### config.mk
export PLATFORM = sky130hd
export DESIGN_NAME = el2_walk_sched
export DESIGN_NICKNAME = d
export VERILOG_FILES = /design/src/rtl/el2_walk_sched.sv
export SDC_FILE = /design/constraint.sdc
export NUM_CORES = 1
export LEC_CHECK = 0
export CAP_MARGIN = 20
export CORE_MARGIN = 5
export CORE_UTILIZATION = 35
export CTS_CLUSTER_SIZE = 12
export DETAILED_ROUTE_END_ITERATION = 8
export SLEW_MARGIN = 10
export SYNTH_ARGS = -nofsm -noshare
export SYNTH_HDL_FRONTEND = slang
export SYNTH_SLANG_ARGS = --single-unit
### constraint.sdc
create_clock -name clk_i -period 2.65 [get_ports clk_i]
set_clock_uncertainty 0.15 [all_clocks]
set_input_delay 0.53 -clock clk_i [delete_from_list [all_inputs] [get_ports clk_i]]
set_output_delay 0.53 -clock clk_i [all_outputs]
set_load 0.05 [all_outputs]
### src/rtl/el2_walk_sched.sv
// Deterministic walk scheduler for the el2Omega walker: one bounded, fair walk per row,
// with sink detection, walk-length capture and a watchdog.
module el2_walk_sched #(
  parameter int ROWMSB   = 1,
  parameter int COLMSB   = ROWMSB + 2,
  parameter int DIGMSB   = 1,
  parameter int MAXPAUSE = 3,
  parameter int STEPMAX  = 64,
  parameter int STEPW    = 8
) (
  input  logic              clk_i,
  input  logic              rst_ni,
  input  logic              start_i,
  input  logic [COLMSB:0]   col_i,
  output logic              restart_o,
  output logic [ROWMSB:0]   rchoice_o,
  output logic [COLMSB:0]   cchoice_o,
  output logic [DIGMSB:0]   dchoice_o,
  output logic              pause_o,
  output logic              busy_o,
  output logic              done_o,
  output logic              err_o,
  output logic [STEPW-1:0]  steps_o
);

  localparam int COLBITS = COLMSB + 1;
  localparam int DIGBITS = DIGMSB + 1;
  localparam int PCW     = $clog2(MAXPAUSE + 1);

  localparam logic [2:0] S_IDLE   = 3'd0;
  localparam logic [2:0] S_LAUNCH = 3'd1;
  localparam logic [2:0] S_WALK   = 3'd2;
  localparam logic [2:0] S_SINK   = 3'd3;
  localparam logic [2:0] S_DONE   = 3'd4;

  logic [2:0]        state_q, state_d;
  logic [ROWMSB:0]   row_q, row_d;
  logic [PCW-1:0]    pause_cnt_q, pause_cnt_d;
  logic [DIGMSB:0]   dig_cnt_q, dig_cnt_d;
  logic [STEPW-1:0]  step_cnt_q, step_cnt_d;
  logic [STEPW-1:0]  steps_q, steps_d;
  logic              err_q, err_d;
  logic [COLMSB:0]   col_prev_q;

  logic [COLMSB:0]   sink_sum;
  logic              sink;
  logic              dstate;
  logic              col_chg;
  logic              in_walk;
  logic              step_max;
  logic [PCW-1:0]    pause_base;
  logic              pause;

  assign sink_sum = col_i + {1'b0, row_q, 1'b0};
  assign sink     = (sink_sum == {COLBITS{1'b1}});
  assign dstate   = col_i[COLMSB] & col_i[0] & (col_i != {1'b1, {COLMSB{1'b0}}});
  assign col_chg  = (col_i != col_prev_q);
  assign in_walk  = (state_q == S_WALK);
  assign step_max = (step_cnt_q == STEPW'(STEPMAX));

  // A freshly entered column starts its pause budget from zero.
  assign pause_base = col_chg ? '0 : pause_cnt_q;
  assign pause      = in_walk & dstate & (pause_base < PCW'(MAXPAUSE));

  always_comb begin
    state_d     = state_q;
    row_d       = row_q;
    pause_cnt_d = pause_cnt_q;
    dig_cnt_d   = dig_cnt_q;
    step_cnt_d  = step_cnt_q;
    steps_d     = steps_q;
    err_d       = err_q;
    case (state_q)
      S_IDLE, S_DONE: begin
        if (start_i) begin
          state_d = S_LAUNCH;
          row_d   = '0;
          err_d   = 1'b0;
        end
      end
      S_LAUNCH: begin
        step_cnt_d  = '0;
        pause_cnt_d = '0;
        state_d     = S_WALK;
      end
      S_WALK: begin
        pause_cnt_d = pause ? pause_base + PCW'(1) : pause_base;
        if (col_chg && dstate) dig_cnt_d = dig_cnt_q + DIGBITS'(1);
        step_cnt_d = step_max ? step_cnt_q : step_cnt_q + STEPW'(1);
        if (sink) begin
          steps_d = step_cnt_q;
          state_d = S_SINK;
        end else if (step_max) begin
          err_d   = 1'b1;
          state_d = S_DONE;
        end
      end
      S_SINK: begin
        if (row_q == '1) begin
          state_d = S_DONE;
        end else begin
          row_d   = row_q + 1'b1;
          state_d = S_LAUNCH;
        end
      end
      default: state_d = S_IDLE;
    endcase
  end

  always_ff @(posedge clk_i or negedge rst_ni) begin
    if (!rst_ni) begin
      state_q     <= S_IDLE;
      row_q       <= '0;
      pause_cnt_q <= '0;
      dig_cnt_q   <= '0;
      step_cnt_q  <= '0;
      steps_q     <= '0;
      err_q       <= 1'b0;
      col_prev_q  <= '0;
    end else begin
      state_q     <= state_d;
      row_q       <= row_d;
      pause_cnt_q <= pause_cnt_d;
      dig_cnt_q   <= dig_cnt_d;
      step_cnt_q  <= step_cnt_d;
      steps_q     <= steps_d;
      err_q       <= err_d;
      col_prev_q  <= col_i;
    end
  end

  assign restart_o = (state_q == S_LAUNCH);
  assign rchoice_o = row_q;
  assign cchoice_o = in_walk ? (col_i + COLBITS'(row_q) + COLBITS'(1)) : '0;
  assign dchoice_o = dig_cnt_q;
  assign pause_o   = pause;
  assign busy_o    = (state_q == S_LAUNCH) || in_walk || (state_q == S_SINK);
  assign done_o    = (state_q == S_DONE);
  assign err_o     = err_q;
  assign steps_o   = steps_q;

endmodule

==> out/qor.yml <==
synthFlopType: "dfrtp_1"
hold_viol: 0
clk_path_buf_depth: 2
ys_seq_elements: 30
drc_errors: 0
cts_tree: "built"
start_util: 0.358
critPathLaunchType: "register"
hpwl_um: 2340
cp_slowest_cell: "dfrtp_1"
finish.utilization: 0.503
final_antenna_net_count: 0
cp_top_family: "simple AND/OR/NAND/NOR gates"
cap_violations: 0
p_leak_nw: 1.00
path_cells: "xor2_2 > nor4_4 > nand2_1 > inv_1 > ha_1 > or2_4 > nor2_4 > buf_6"
dieArea_um2: 5810
endpoint_kind: "output pin"
synth_top_family_by_area: "simple AND/OR/NAND/NOR gates"
drt_wl_total_um: 3270
peakVddDrop_mv: 0.425
grt_pass1_wl_um: 5890
async_reset_ff_frac: 1.00
die_h_um: 76.2
area_growth_syn_to_layout_pct: 40.7
io_buffer_count: 27
path_class: "reg -> out"
avgSynthCellArea_um2: 10.8
grt_start_max_net_pins: 31
syn_nets: 158
dp_cells: 230
fmax_ghz: 0.390
fin_cells: 238
finalSetupViolCount: 0
viasPerCell: 4.97
synth_enable_flop_cells: 0
synth-seq-area-share: 0.489
crit_fanout: 4
synth_mux_area_frac: 0.0791
cts-root-buf: "clkbuf_8"
clk_latency_ps: 280
rows: 24
clk_pin_slew_ps: 70
grt_usage: 0.122
hold_buffers: 0
cts_buffers: 5
yosysWarnings: 0
netlist-cell-type-count: 32
setup_ws_ps: 86.8
stdcell_area_um2: 2160
fillers: 392
power_density_nw_per_um2: 1040
cp.required_ps: 1970
min_period_over_period: 0.967
max_slew_margin: 0.610
synth-compound-area-share: 0.0709
grt-ovfl-total: 0
ctsHtreeMaxLevel: 2
synth-simple-area-share: 0.178
cp_data_arrival_time_ps: 1880
synthAdderAreaFrac: 0.0831
status: "complete, no violations"
cts.sinks: 30
drtIter0Drc: 16
firstDrtPassIters: 5
rsz0062_at_grt: "false"
place_ws_ps: -412
coreArea_um2: 4290
routabilityCongestion: 0.745
wl_per_cell_um: 13.8
hold_class: "reg -> reg"
nets: 201
path_buf_inv: 2
cp_slowest_stage_delay_ps: 400
min_period_ps: 2560
synthesis.instances: 142
placed_area_um2: 2010
ios: 28
hold_ws_ps: 329
num_vias: 1183
insertedDiodeCount: 0
maxSlewViolCount: 0
max_slew.worst_pin.slew_ps: 578
synth-xor-area-share: 0.0628
syn_area_um2: 1540
layout-drive-gt1-share: 0.301
antenna_found_initial: 0
first_global_vias: 1248
fp.dieW_um: 76.2
power breakdown:
part / internal, mW / leakage [nW] / switching, mW
clock network: 0.276 / 0.0579 / 0.171
registers: 0.559 / 0.394 / 0.109
logic: 0.457 / 0.551 / 0.681
sequential cells by signal, summed over array words and instances (netlist names):
register     flops
dchoice_o        2
col_prev_q       4
step_cnt_q       8
state_q          3
rchoice_o        2
pause_cnt_q      2
steps_o          8
err_o            1
final timing paths:
path | start | to | cells after the start | slack, ps
min | dchoice_o[1] | dchoice_o[1] | 1 | 330
max | col_prev_q[3] | pause_o | 8 | 90
min reg2reg | dchoice_o[1] | dchoice_o[1] | 1 | 330
min in group asynchronous | rst_ni | pause_cnt_q[1] | 2 | 490
max reg2reg | rchoice_o[0] | steps_o[6] | 6 | 380
max in group asynchronous | rst_ni | steps_o[5] | 2 | 1570
final cells by class:
cell class | instances | area (um2) | area share
tap | 52 | 65.1 | 0.0301
sequential | 30 | 751 | 0.348
inverter | 11 | 41.3 | 0.0191
multi-input combinational | 97 | 793 | 0.367
clock inverter | 3 | 40.0 | 0.0185
timing repair buffer | 40 | 400 | 0.185
clock buffer | 5 | 68.8 | 0.0319
routing by layer:
metal / GRT usage / part of all wire
met5: 0 / 0
met2: 0.201 / 0.49
met3: 0.0437 / 0.061
met1: 0.152 / 0.44
met4: 0.0315 / 0.0098
synth_stat cells (all sizes together), types with 4 or more instances:
library cell  instances  share of area
clkbuf                4         0.0098
dfrtp                30           0.49
ha                    7          0.057
inv                  11          0.027
mux2                  9          0.066
nand2                10          0.024
nand3                 5          0.016
nor2                 12          0.029
nor3                  9          0.029
o21ai                 5          0.016
xor2                  9          0.051
worst reg2reg max path: cells and delay by family (launching register included):
| family | cells | cell delay (ps) |
|---|---|---|
| simple gates | 1 | 310 |
| flops | 1 | 440 |
| fa+ha+maj | 2 | 660 |
| buf+inv | 2 | 260 |
| mux | 1 | 330 |
what timing repair did:
action,4_1_cts,5_1_grt
setup endpoints to repair,12,3
cloned,0,0
buffers inserted,0,1
resized for setup,18,7
pin swaps,9,4
hold endpoints to repair,0,0
through the flow:
| step | setup TNS [ps] | power, mW |
|---|---|---|
| 6_report | 0 | 2.25 |
| 4_1_cts | 0 | 2.28 |
| 5_1_grt | 0 | 2.39 |
| 3_3_place_gp | -3960 | 1.79 |
| 3_5_place_dp | -4400 | 1.81 |
| 2_1_floorplan | -113 | 1.39 |
cell families (layout without fill, tap and decap cells):
logic type / Yosys count / in the layout
simple gates: 50 / 50
flops: 30 / 30
compound gates: 16 / 16
buf+inv: 15 / 59
xor+xnor: 11 / 11
mux: 11 / 11
fa+ha+maj: 9 / 9
layout by cell type, fill, tap and decap left out, types with 2 or more instances in the layout:
cell and instances:
nand4_1 3, o31ai_1 2, nor4_4 2, a22o_1 3, dfrtp_1 30, xor2_1 5
a21oi_1 2, nor3_1 9, inv_1 11, clkbuf_2 3, clkdlybuf4s50_1 16, nand2_1 10
nor2_1 8, buf_12 5, ha_1 7, clkbuf_8 5, clkinv_2 2, nor4bb_1 2
buf_4 13, o21ai_0 4, nand3_1 5, mux2i_1 2, nor2_2 3, xor2_2 4
buf_6 2, mux2_2 9, xnor2_1 2
Note: power is estimated with default switching activity, not from simulation.
